`src/rtl/robo_command_issuer.sv`:
```
// robo_command_issuer
// Queues per-node manoeuvres from the path planner and replays them, one per
// node-detect rising edge, onto the 3-bit robo_command bus of the motor
// command decoder. Turns and reverses are held for a fixed number of cycles,
// after which the robot returns to forward.
// Optional build macro: WATCHDOG_EN - ends the run (with err) if no node is
// seen for WDOG_CYCLES cycles while driving forward, flushing the queue.
module robo_command_issuer #(
  parameter int DEPTH       = 8,
  parameter int TURN_CYCLES = 25000000,
  parameter int REV_CYCLES  = 50000000,
  parameter int WDOG_CYCLES = 250000000
) (
  input  logic                     clk_50,
  input  logic                     rst_n,
  input  logic                     start,
  input  logic [2:0]               cmd_in,
  input  logic                     cmd_valid,
  output logic                     cmd_ready,
  input  logic                     node_det,
  output logic [2:0]               robo_command,
  output logic                     busy,
  output logic                     done,
  output logic                     err,
  output logic [$clog2(DEPTH):0]   fifo_count
);

  localparam int AW     = $clog2(DEPTH);
  localparam int CW     = AW + 1;
  localparam int MAX_TR = (TURN_CYCLES > REV_CYCLES) ? TURN_CYCLES : REV_CYCLES;
  localparam int MAX_C  = (MAX_TR > WDOG_CYCLES) ? MAX_TR : WDOG_CYCLES;
  localparam int TW     = $clog2(MAX_C) + 1;

  typedef enum logic [1:0] {
    S_IDLE = 2'd0,
    S_FWD  = 2'd1,
    S_MAN  = 2'd2,
    S_DONE = 2'd3
  } state_t;

  state_t          state_q, state_d;
  logic [2:0]      cmd_q, cmd_d;
  logic            busy_q, busy_d;
  logic            done_q, done_d;
  logic            err_q, err_d;
  logic [TW-1:0]   timer_q, timer_d;
  logic            node_q;
  logic [AW-1:0]   wr_ptr_q, wr_ptr_d;
  logic [AW-1:0]   rd_ptr_q, rd_ptr_d;
  logic [CW-1:0]   count_q, count_d;
  logic [2:0]      mem_q [DEPTH];
`ifdef WATCHDOG_EN
  logic [TW-1:0]   wdog_q, wdog_d;
`endif

  logic            full_s, empty_s, push_s, cmd_ok_s, wr_s, pop_s, flush_s;
  logic            node_edge_s;
  logic [2:0]      head_s;

  // Handshake, enqueue qualification and node edge detection.
  always_comb begin
    full_s      = (count_q == CW'(DEPTH));
    empty_s     = (count_q == CW'(0));
    push_s      = cmd_valid & ~full_s;
    cmd_ok_s    = (cmd_in >= 3'd1) && (cmd_in <= 3'd4);
    wr_s        = push_s & cmd_ok_s;
    head_s      = mem_q[rd_ptr_q];
    node_edge_s = node_det & ~node_q;
  end

  // Run sequencer: next state, registered outputs, manoeuvre timer and pop.
  always_comb begin
    state_d = state_q;
    cmd_d   = cmd_q;
    busy_d  = busy_q;
    done_d  = 1'b0;
    err_d   = err_q | (push_s & ~cmd_ok_s);
    timer_d = timer_q;
    pop_s   = 1'b0;
    flush_s = 1'b0;
`ifdef WATCHDOG_EN
    wdog_d  = TW'(0);
`endif
    case (state_q)
      S_IDLE: begin
        if (start && !empty_s) begin
          state_d = S_FWD;
          cmd_d   = 3'd1;
          busy_d  = 1'b1;
        end else begin
          cmd_d   = 3'd0;
          busy_d  = 1'b0;
        end
      end
      S_FWD: begin
        if (node_edge_s) begin
          if (empty_s) begin
            state_d = S_DONE;
            cmd_d   = 3'd0;
            busy_d  = 1'b0;
            done_d  = 1'b1;
          end else begin
            pop_s = 1'b1;
            case (head_s)
              3'd2, 3'd3: begin
                state_d = S_MAN;
                cmd_d   = head_s;
                timer_d = TW'(TURN_CYCLES - 1);
              end
              3'd4: begin
                state_d = S_MAN;
                cmd_d   = 3'd4;
                timer_d = TW'(REV_CYCLES - 1);
              end
              default: begin
                // forward-through: consume the node, keep driving
                state_d = S_FWD;
                cmd_d   = 3'd1;
              end
            endcase
          end
        end else begin
`ifdef WATCHDOG_EN
          if (wdog_q == TW'(WDOG_CYCLES - 1)) begin
            state_d = S_DONE;
            cmd_d   = 3'd0;
            busy_d  = 1'b0;
            done_d  = 1'b1;
            err_d   = 1'b1;
            flush_s = 1'b1;
          end else begin
            wdog_d  = wdog_q + TW'(1);
          end
`else
          state_d = S_FWD;
`endif
        end
      end
      S_MAN: begin
        if (timer_q == TW'(0)) begin
          state_d = S_FWD;
          cmd_d   = 3'd1;
        end else begin
          timer_d = timer_q - TW'(1);
        end
      end
      S_DONE: begin
        state_d = S_IDLE;
        cmd_d   = 3'd0;
        busy_d  = 1'b0;
      end
      default: begin
        state_d = S_IDLE;
        cmd_d   = 3'd0;
        busy_d  = 1'b0;
      end
    endcase
  end

  // FIFO pointer and occupancy update; a flush keeps only a same-cycle push.
  always_comb begin
    wr_ptr_d = wr_s ? (wr_ptr_q + AW'(1)) : wr_ptr_q;
    if (flush_s) begin
      rd_ptr_d = wr_ptr_q;
      count_d  = wr_s ? CW'(1) : CW'(0);
    end else begin
      rd_ptr_d = pop_s ? (rd_ptr_q + AW'(1)) : rd_ptr_q;
      case ({wr_s, pop_s})
        2'b10:   count_d = count_q + CW'(1);
        2'b01:   count_d = count_q - CW'(1);
        default: count_d = count_q;
      endcase
    end
  end

  // Control and status registers with asynchronous reset.
  always_ff @(posedge clk_50 or negedge rst_n) begin
    if (!rst_n) begin
      state_q  <= S_IDLE;
      cmd_q    <= 3'd0;
      busy_q   <= 1'b0;
      done_q   <= 1'b0;
      err_q    <= 1'b0;
      timer_q  <= TW'(0);
      node_q   <= 1'b0;
      wr_ptr_q <= AW'(0);
      rd_ptr_q <= AW'(0);
      count_q  <= CW'(0);
`ifdef WATCHDOG_EN
      wdog_q   <= TW'(0);
`endif
    end else begin
      state_q  <= state_d;
      cmd_q    <= cmd_d;
      busy_q   <= busy_d;
      done_q   <= done_d;
      err_q    <= err_d;
      timer_q  <= timer_d;
      node_q   <= node_det;
      wr_ptr_q <= wr_ptr_d;
      rd_ptr_q <= rd_ptr_d;
      count_q  <= count_d;
`ifdef WATCHDOG_EN
      wdog_q   <= wdog_d;
`endif
    end
  end

  // Manoeuvre storage; contents are only meaningful between the pointers.
  always_ff @(posedge clk_50) begin
    if (wr_s) begin
      mem_q[wr_ptr_q] <= cmd_in;
    end else begin
      mem_q[wr_ptr_q] <= mem_q[wr_ptr_q];
    end
  end

  assign cmd_ready    = ~full_s;
  assign robo_command = cmd_q;
  assign busy         = busy_q;
  assign done         = done_q;
  assign err          = err_q;
  assign fifo_count   = count_q;

endmodule

```
`config.mk`:
```
export PLATFORM = sky130hd
export DESIGN_NAME = robo_command_issuer
export DESIGN_NICKNAME = d
export VERILOG_FILES = /design/src/rtl/robo_command_issuer.sv
export SDC_FILE = /design/constraint.sdc
export NUM_CORES = 1
export LEC_CHECK = 0
export ABC_CLOCK_PERIOD_IN_PS = 3300
export CORE_MARGIN = 5
export CORE_UTILIZATION = 60
export CTS_BUF_LIST = sky130_fd_sc_hd__clkbuf_16
export CTS_CLUSTER_DIAMETER = 60
export DETAILED_ROUTE_END_ITERATION = 8
export PLACE_DENSITY = 0.89
export SYNTH_ARGS = -nofsm -noshare
export SYNTH_HDL_FRONTEND = slang
export SYNTH_SLANG_ARGS = --single-unit
```
`constraint.sdc`:
```
create_clock -name clk_50 -period 3.3 [get_ports clk_50]
set_clock_uncertainty 0.1 [all_clocks]
set_input_delay 0.99 -clock clk_50 [delete_from_list [all_inputs] [get_ports clk_50]]
set_output_delay 0.99 -clock clk_50 [all_outputs]
set_load 0.02 [all_outputs]
```
==> results of run 1 <==
-- cells in the final DEF, fill, tap and decap left out, types with 9 or more instances in the layout --
| cell | synthesis | final |
|---|---|---|
| nand2_1 | 30 | 30 |
| nor3_1 | 13 | 13 |
| edfxtp_1 | 24 | 24 |
| a31oi_1 | 9 | 9 |
| dfrtp_1 | 48 | 48 |
| clkbuf_16 | 0 | 9 |
| a21oi_1 | 29 | 29 |
| ha_1 | 11 | 11 |
| inv_1 | 10 | 11 |
| o21ai_0 | 24 | 24 |
| clkdlybuf4s50_1 | 0 | 17 |
| buf_4 | 1 | 17 |
| nor2_1 | 22 | 22 |
-- where the power goes --
part	leakage, nW	internal, mW	switching [mW]
clock network	0.144	0.578	0.376
registers	0.767	1.15	0.298
logic	0.752	0.620	0.812
total	1.66	2.34	1.49
-- state kept, by name (all words and copies together) (netlist names) --
signal	flops
node_q	1
done	1
fifo_count	4
robo_command	3
mem_q	24
err	1
wr_ptr_q	3
timer_q	29
busy	1
state_q	2
rd_ptr_q	3
-- final timing paths --
kind,slack [ns],from,depth (start not counted),endpoint
max in group asynchronous,1.94,rst_n,2,timer_q[1]$_DFFE_PN0P_
min,0.38,err$_DFF_PN0_,1,err$_DFF_PN0_
max reg2reg,0.37,rd_ptr_q[1]$_DFFE_PN0P_,7,timer_q[7]$_DFFE_PN0P_
min reg2reg,0.38,err$_DFF_PN0_,1,err$_DFF_PN0_
max,0.36,cmd_in[1],12,fifo_count[2]$_DFFE_PN0P_
min in group asynchronous,0.56,rst_n,1,timer_q[11]$_DFFE_PN0P_
-- final cells by class --
type                    instances  area, µm²
clock buffers                   9      225.2
clock inverters                 7      63.81
fillers                       435       1881
inverters                      10      37.54
multi-input cells             255       1785
flip-flops and latches         72       1922
well taps                      77      96.34
repair buffers                 35      302.8
-- logic make-up after synthesis --
group | share of synthesized area
flip-flops | 0.4979
buffers and inverters | 0.03955
AO/OA/AOI/OAI | 0.1877
multiplexers | 0.06256
AND/OR/NAND/NOR | 0.1540
adder cells (fa/ha/maj) | 0.03566
XOR/XNOR | 0.02269
-- worst max-delay path: stages --
cell	delay, ns
clkdlybuf4s50_1	0.47
nor2_1	0.06
xnor2_1	0.20
and3_1	0.20
inv_1	0.08
ha_1	0.22
xor2_1	0.15
ha_1	0.18
a21oi_1	0.14
xor2_1	0.15
nor2_1	0.06
xor2_1	0.14
-- synthesized netlist by cell type, types with 7 or more instances --
| cell | number |
|---|---|
| dfrtp_1 | 48 |
| nand2_1 | 30 |
| a21oi_1 | 29 |
| edfxtp_1 | 24 |
| o21ai_0 | 24 |
| nor2_1 | 22 |
| nor3_1 | 13 |
| ha_1 | 11 |
| inv_1 | 10 |
| a31oi_1 | 9 |
| clkbuf_1 | 7 |
| nor4_1 | 7 |
| o31ai_1 | 7 |
-- layer usage --
layer / vias up / GRT usage / part of all wire
met5: - / 0 / 0
li1: 1409 / - / -
met2: 135 / 0.4006 / 0.52
met4: 0 / 0.09429 / 0.024
met3: 22 / 0.05092 / 0.061
met1: 1509 / 0.2778 / 0.39
==> impl_metrics.csv, run 1 <==
group,metric,value,unit
detailed_routing,postRouteAntennaNets,0,
final_layout,nets,402,
status,outcome,"finished clean",
placement,gp_routability_congestion,0.8489,
detailed_routing,drt-initial-drc-count,231,
synth,yosysUniqueCellTypes,63,
worst_setup_path,crit_type,"input port to flip-flop",
final_layout,layout.cells.non_filler,465,
timing,tightest_slew,0.6703,ns
global_route,grt_max_degree,38,
placement,io_buffer_count,18,
final_layout,antenna_cells,0,
clock_tree,ctsResizeCount,0,
worst_setup_path,endpoint_kind,"flip-flop",
timing,fin_hold_ws,0.3814,ns
final_layout,drive_above_1_share,0.1366,
clock_tree,cts_tree,"built",
power_and_ir_drop,ir_worst_vdd,0.6635,mV
clock_tree,cts_buffer_depth,2,
floorplan,dieWidth,90.21,µm
timing,period_share,0.8911,
final_layout,final_core_util,0.7021,
worst_setup_path,critPathLaunchType,"input port",
detailed_routing,dr.pass1.iters,5,
clock_tree,clock_sinks,72,
synth,synth_top_area_share,0.3112,
detailed_routing,route.detailed.drc,0,
synth,synth_area,0.003860,mm²
worst_hold_path,worstHoldPathType,"flip-flop to flip-flop",
global_route,gr-usage-all-layers,0.2312,
global_route,antenna_found_initial,0,
floorplan,io_pins,19,
global_route,grt_pass1_wl,15.22,mm
placement,dpl.hpwl,6.051,mm
power_and_ir_drop,powerDensity,864.2,mW/mm²
placement,placed_cells,449,
synth,synth.yosys.seq_area_share,0.4979,
final_layout,area_growth_syn_to_layout,14.85,%
clock_tree,h-tree-depth,3,
synth,yosys_warnings,0,
worst_setup_path,cp.required,3.41,ns
final_layout,design_area,0.004433,mm²
synth,postSynthAreaPerCell,10.87,µm²
synth,synthCells,355,
timing,slew_headroom,0.5490,
worst_setup_path,crit_arrival,3.05,ns
timing,max_freq,340.1,MHz
floorplan,die_h,90.21,µm
detailed_routing,wire_per_inst,19.18,µm
timing,tns,0,ns
global_route,grt.overflow.total,0,
worst_setup_path,path_max_fanout,3,
clock_tree,path_clk_slew,0.06,ns
job,drv_cap,0,
power_and_ir_drop,leakage,1.663,nW
synth,synthTopCellsByArea,"dfrtp_1, edfxtp_1, a21oi_1",
placement,placed_cell_area,0.004144,mm²
timing,hold_violations,0,
floorplan,fp.dieArea,0.008137,mm²
detailed_routing,drt_wl_total,8.921,mm
timing,finalSetupViolations,0,
timing,fin_crit,2.941,ns
floorplan,rows,29,
placement,place_ws,-0.005823,ns
clock_tree,hold_buffers,0,
synth,synth.ff_latch_count,72,
global_route,grt_pass1_vias,3178,
clock_tree,cts_buffers,9,
timing,rsz0062_at_grt,"false",
timing,slew_viol_final,0,
synth,synth_nets,374,
clock_tree,post-cts-setup-buffers,0,
power_and_ir_drop,p_total,3.831,mW
floorplan,initial_core_util,0.6114,
clock_tree,root_buffer,"clkbuf_16",
detailed_routing,vias,3075,
timing,setup_ws,0.3594,ns
synth,synth_flop_cell,"dfrtp_1",
clock_tree,clkLatencyLatePin,0.34,ns
synth,synth_edf_count,24,
synth,synth_top_area_cell,"dfrtp_1",
floorplan,coreArea,0.006314,mm²
detailed_routing,viasPerCell,6.613,
synth,synthArstFlopShare,0.6667,
Note: power is estimated with default switching activity, not from simulation.
==> run 2, diff against run 1 <==
--- a/config.mk
+++ b/config.mk
@@ -7,11 +7,13 @@
 export LEC_CHECK = 0
 export ABC_CLOCK_PERIOD_IN_PS = 3300
 export CORE_MARGIN = 5
-export CORE_UTILIZATION = 60
+export CORE_UTILIZATION = 63
 export CTS_BUF_LIST = sky130_fd_sc_hd__clkbuf_16
 export CTS_CLUSTER_DIAMETER = 60
 export DETAILED_ROUTE_END_ITERATION = 8
+export DONT_BUFFER_PORTS = 1
 export PLACE_DENSITY = 0.89
+export SKIP_LAST_GASP = 1
 export SYNTH_ARGS = -nofsm -noshare
 export SYNTH_HDL_FRONTEND = slang
 export SYNTH_SLANG_ARGS = --single-unit
==> run 2 against run 1 <==
Design area decreased by 4.8%. Wire length decreased by 3.4%. Critical endpoint is now timer_q[25]$_DFFE_PN0P_. Critical path type is now flip-flop to flip-flop. Register-to-register slack got worse by 0.03 ns. Global-route usage increased by 1.1 points. Worst hold slack got worse by 0.14 ns. Final cell count decreased by 6.2%. Worst setup slack got worse by 0.020 ns. Sequential share of layout area increased by 2.2 points. First-iteration DRC count increased by 23%. Sequential cell count unchanged.
==> impl_metrics.csv, run 2 (synthesized netlist as in run 1, its figures left out) <==
group,metric,value,unit
status,outcome,"finished clean",
floorplan,coreArea,0.005956,mm²
final_layout,drive_above_1_share,0.1219,
detailed_routing,route.detailed.drc,0,
worst_setup_path,endpoint_kind,"flip-flop",
global_route,grt_pass1_wl,14.21,mm
final_layout,area_growth_syn_to_layout,9.303,%
timing,max_freq,337.7,MHz
clock_tree,hold_buffers,0,
global_route,antenna_found_initial,0,
placement,gp_routability_congestion,0.8189,
global_route,grt.overflow.total,0,
worst_setup_path,cp.required,3.45,ns
power_and_ir_drop,ir_worst_vdd,0.7463,mV
power_and_ir_drop,leakage,1.560,nW
detailed_routing,drt_wl_total,8.619,mm
timing,slew_viol_final,0,
clock_tree,cts_buffers,9,
detailed_routing,dr.pass1.iters,6,
timing,slew_headroom,0.5774,
clock_tree,root_buffer,"clkbuf_16",
job,drv_cap,0,
timing,finalSetupViolations,0,
detailed_routing,wire_per_inst,19.77,µm
worst_hold_path,worstHoldPathType,"input port to async pin",
timing,fin_crit,2.961,ns
power_and_ir_drop,net-switching-power,1.467,mW
worst_setup_path,critPathLaunchType,"flip-flop",
clock_tree,post-cts-setup-buffers,0,
detailed_routing,drt-initial-drc-count,284,
floorplan,fp.dieArea,0.007792,mm²
clock_tree,clock_sinks,72,
worst_setup_path,ff2ff_setup_slack,0.34,ns
clock_tree,clkLatencyLatePin,0.34,ns
placement,dpl.hpwl,5.752,mm
final_layout,top_register,"timer_q",
final_layout,final_core_util,0.7084,
final_layout,design_area,0.004219,mm²
global_route,grt_pass1_vias,2861,
worst_setup_path,crit_arrival,3.11,ns
timing,tns,0,ns
power_and_ir_drop,netSwitchingFraction,0.3870,
floorplan,die_h,88.28,µm
clock_tree,ctsResizeCount,0,
clock_tree,cts_buffer_depth,2,
placement,io_buffer_count,0,
final_layout,final_common_cell,"dfrtp_1",
worst_setup_path,crit_type,"flip-flop to flip-flop",
clock_tree,h-tree-depth,3,
power_and_ir_drop,seq_power_share,0.399,
global_route,grt_max_degree,49,
final_layout,largest_reg_flops,29,
final_layout,nets,375,
detailed_routing,viasPerCell,6.780,
power_and_ir_drop,p_comb_frac,0.324,
timing,period_share,0.8973,
global_route,gr-usage-all-layers,0.2423,
worst_setup_path,path_max_fanout,11,
timing,tightest_slew,0.6290,ns
floorplan,io_pins,19,
detailed_routing,vias,2956,
timing,fin_hold_ws,0.2366,ns
detailed_routing,postRouteAntennaNets,0,
power_and_ir_drop,powerDensity,898.7,mW/mm²
timing,rsz0062_at_grt,"false",
power_and_ir_drop,p_int,2.324,mW
power_and_ir_drop,clkPwrFrac,0.277,
floorplan,initial_core_util,0.6481,
power_and_ir_drop,p_total,3.792,mW
clock_tree,cts_tree,"built",
placement,placed_cell_area,0.003899,mm²
floorplan,rows,28,
final_layout,final_cell_mix,"dfrtp_1, nand2_1, a21oi_1",
clock_tree,path_clk_slew,0.06,ns
floorplan,dieWidth,88.28,µm
final_layout,antenna_cells,0,
timing,hold_violations,0,
==> run 2: changes by cell type in the layout (fill, tap and decap cells not counted) <==
cell,delta
inv_1,-1
bufinv_16,+1
clkinv_4,+1
buf_2,-1
inv_6,+1
clkdlybuf4s50_1,-17
clkinv_2,-1
buf_4,-9
clkinvlp_4,-1
==> run 2: area by class of cell <==
type	instances	area, µm²
Timing Repair Buffer	8	60.06
Inverter	10	37.54
Clock buffer	9	225.2
Tap cell	75	93.84
Multi-Input combinational cell	255	1785
Fill cell	394	1737
Clock inverter	7	95.09
Sequential cell	72	1922
==> run 2: final timing paths <==
check / cells past startpoint / endpoint / start
max: 6 / timer_q[25]$_DFFE_PN0P_ / rd_ptr_q[1]$_DFFE_PN0P_
min: 0 / fifo_count[3]$_DFFE_PN0P_ / rst_n
max reg2reg: 6 / timer_q[25]$_DFFE_PN0P_ / rd_ptr_q[1]$_DFFE_PN0P_
min reg2reg: 2 / timer_q[17]$_DFFE_PN0P_ / timer_q[17]$_DFFE_PN0P_
max in group asynchronous: 0 / timer_q[23]$_DFFE_PN0P_ / rst_n
min in group clk_50: 2 / timer_q[17]$_DFFE_PN0P_ / timer_q[17]$_DFFE_PN0P_
==> run 2: power groups by stage <==
stage / Combinational [mW] / Sequential, mW / Clock [mW]
floorplan: 1.08 / 1.38 / 0
global placement: 1.13 / 1.50 / 0
detailed placement: 1.18 / 1.52 / 0
CTS: 1.21 / 1.51 / 1.05
global route: 1.35 / 1.55 / 1.10
finish: 1.23 / 1.51 / 1.05
==> run 2: per-layer routing <==
layer / vias up / wire, µm / GRT usage / part of all wire
met5: - / 0 / 0 / 0
met4: 0 / 228 / 0.1168 / 0.026
met3: 25 / 715 / 0.05680 / 0.083
met2: 165 / 4036 / 0.3746 / 0.47
met1: 1409 / 3639 / 0.3252 / 0.42
li1: 1357 / - / - / -
==> run 2: critical path: stages, from the launching register on <==
cell and delay (ns):
dfrtp_1 0.56, mux4_2 0.57, mux2i_1 0.26, and3_1 0.39, o21a_1 0.47, nand2_1 0.26, o21ai_0 0.25
==> run 2: per-stage QoR <==
step | worst slack, ns | instances
global placement | 0.3474 | 420
finish | 0.3390 | 436
CTS | 0.3943 | 436
global route | 0.1343 | 436
floorplan | 0.4488 | 355
detailed placement | 0.2886 | 420
==> run 3, diff against run 2 <==
--- a/config.mk
+++ b/config.mk
@@ -8,12 +8,11 @@
 export ABC_CLOCK_PERIOD_IN_PS = 3300
 export CORE_MARGIN = 5
 export CORE_UTILIZATION = 63
-export CTS_BUF_LIST = sky130_fd_sc_hd__clkbuf_16
 export CTS_CLUSTER_DIAMETER = 60
 export DETAILED_ROUTE_END_ITERATION = 8
 export DONT_BUFFER_PORTS = 1
 export PLACE_DENSITY = 0.89
-export SKIP_LAST_GASP = 1
+export SLEW_MARGIN = 30
 export SYNTH_ARGS = -nofsm -noshare
 export SYNTH_HDL_FRONTEND = slang
 export SYNTH_SLANG_ARGS = --single-unit
==> run 3 against run 2 <==
Via count decreased by 1.0%. Die area unchanged. Sequential power about the same. Critical path depth unchanged. First-iteration DRC count increased by 28%. Wire length decreased by 5.0%. Clock power decreased by 27%. Global-route usage decreased by 0.96 points. Total power decreased by 8.2%.
==> impl_metrics.csv, run 3 (synthesized netlist as in run 1, its figures left out) <==
group,metric,value,unit
global_route,grt_pass1_wl,13.90,mm
clock_tree,cts_tree,"built",
worst_setup_path,ff2ff_setup_slack,0.32,ns
worst_setup_path,cp.required,3.45,ns
worst_setup_path,worst_r2r_endpoint,"timer_q[25]$_DFFE_PN0P_",
timing,slew_viol_final,0,
worst_setup_path,crit_arrival,3.13,ns
detailed_routing,viasPerCell,6.709,
floorplan,coreArea,0.005956,mm²
worst_setup_path,worstPathCellList,"mux4_2 -> mux2i_1 -> and3_1 -> o21a_1 -> nand2_1 -> o21ai_0",
final_layout,antenna_cells,0,
timing,fin_hold_ws,0.2253,ns
clock_tree,post-cts-setup-buffers,0,
worst_setup_path,critPathMaxStageDelay,0.62,ns
final_layout,final_common_cell,"dfrtp_1",
status,outcome,"finished clean",
detailed_routing,wire_per_inst,18.78,µm
placement,gp_routability_congestion,0.8189,
floorplan,io_pins,19,
detailed_routing,drt-initial-drc-count,363,
clock_tree,h-tree-depth,3,
timing,finalSetupViolations,0,
detailed_routing,dr.pass1.iters,7,
placement,io_buffer_count,0,
clock_tree,hold_buffers,0,
clock_tree,cts_buffers,9,
clock_tree,clkLatencyLatePin,0.35,ns
final_layout,design_area,0.004118,mm²
final_layout,area_growth_syn_to_layout,6.677,%
detailed_routing,postRouteAntennaNets,0,
final_layout,largest_reg_flops,29,
power_and_ir_drop,ir_worst_vdd,0.6964,mV
timing,slew_headroom,0.5699,
global_route,grt_pass1_vias,2835,
worst_hold_path,worstHoldPathType,"input port to async pin",
timing,tightest_slew,0.6403,ns
worst_setup_path,path_delay_family,"multiplexers",
worst_setup_path,worstReg2RegStart,"rd_ptr_q[0]$_DFFE_PN0P_",
power_and_ir_drop,leakage,1.514,nW
placement,placed_cell_area,0.003899,mm²
floorplan,dieWidth,88.28,µm
clock_tree,clock_sinks,72,
global_route,grt_max_degree,49,
final_layout,fillers,417,
timing,hold_violations,0,
final_layout,ff_latch_area,0.001922,mm²
clock_tree,root_buffer,"clkbuf_8",
job,drv_cap,0,
worst_setup_path,rr_worst_depth,6,
timing,tns,0,ns
floorplan,die_h,88.28,µm
final_layout,multiInputGateArea,0.001785,mm²
global_route,grt.overflow.total,0,
final_layout,final_cell_mix,"dfrtp_1, nand2_1, a21oi_1",
final_layout,drive_above_1_share,0.1219,
worst_setup_path,critPathLaunchType,"flip-flop",
worst_setup_path,cp_num_buf_inv,0,
clock_tree,path_clk_slew,0.08,ns
worst_setup_path,endpoint_kind,"flip-flop",
global_route,antenna_found_initial,0,
power_and_ir_drop,powerDensity,845.0,mW/mm²
worst_setup_path,path_max_fanout,11,
timing,fin_crit,2.980,ns
floorplan,rows,28,
detailed_routing,drt_wl_total,8.189,mm
floorplan,fp.dieArea,0.007792,mm²
clock_tree,cts_buffer_depth,2,
global_route,gr-usage-all-layers,0.2327,
final_layout,top_register,"timer_q",
placement,dpl.hpwl,5.752,mm
worst_setup_path,crit_type,"flip-flop to flip-flop",
timing,period_share,0.9032,
clock_tree,ctsResizeCount,0,
floorplan,initial_core_util,0.6481,
detailed_routing,vias,2925,
timing,rsz0062_at_grt,"false",
final_layout,nets,375,
detailed_routing,route.detailed.drc,0,
timing,max_freq,335.5,MHz
worst_setup_path,critical-path-slowest-cell,"dfrtp_1",
[run 3: metal layers]
layer	global-route usage	part of all wire	vias to the layer above
met1	0.3195	0.41	1393
li1	-	-	1358
met5	0	0	-
met3	0.03724	0.083	24
met4	0.1071	0.025	0
met2	0.3671	0.48	150
[run 3: how the worst max path moves through the flow]
stage | start | endpoint | cells after the start
3_3_place_gp | cmd_in[1] | fifo_count[2]$_DFFE_PN0P_ | 11
5_1_grt | rd_ptr_q[0]$_DFFE_PN0P_ | timer_q[6]$_DFFE_PN0P_ | 6
6_report | rd_ptr_q[0]$_DFFE_PN0P_ | timer_q[25]$_DFFE_PN0P_ | 6
2_1_floorplan | cmd_in[1] | fifo_count[2]$_DFFE_PN0P_ | 11
4_1_cts | rd_ptr_q[0]$_DFFE_PN0P_ | timer_q[25]$_DFFE_PN0P_ | 6
3_5_place_dp | cmd_in[1] | fifo_count[2]$_DFFE_PN0P_ | 11
[run 3: cell type report]
type,count,share of cell area
sequential,72,0.4667
multi-input combinational,255,0.4336
clock buffer,9,0.03008
clock inverter,7,0.02309
tap,75,0.02279
timing repair buffer,8,0.01459
inverter,10,0.009116
[run 3: per-stage QoR]
stage          setup WS (ns)  utilization  power [mW]  cells
2_1_floorplan         0.4488            -       2.460    355
3_3_place_gp          0.3474       0.6546       2.627    420
3_5_place_dp          0.2886       0.6546       2.701    420
4_1_cts               0.3799       0.6914       3.475    436
5_1_grt               0.1304       0.6914       3.711    436
6_report              0.3195       0.6914       3.479    436
[run 3: power by group]
group | internal [mW] | switching [mW] | leakage (nW) | total [mW]
Clock | 0.427 | 0.342 | 0.111 | 0.769
Sequential | 1.14 | 0.367 | 0.767 | 1.51
Combinational | 0.515 | 0.685 | 0.636 | 1.20
Total | 2.09 | 1.39 | 1.51 | 3.48
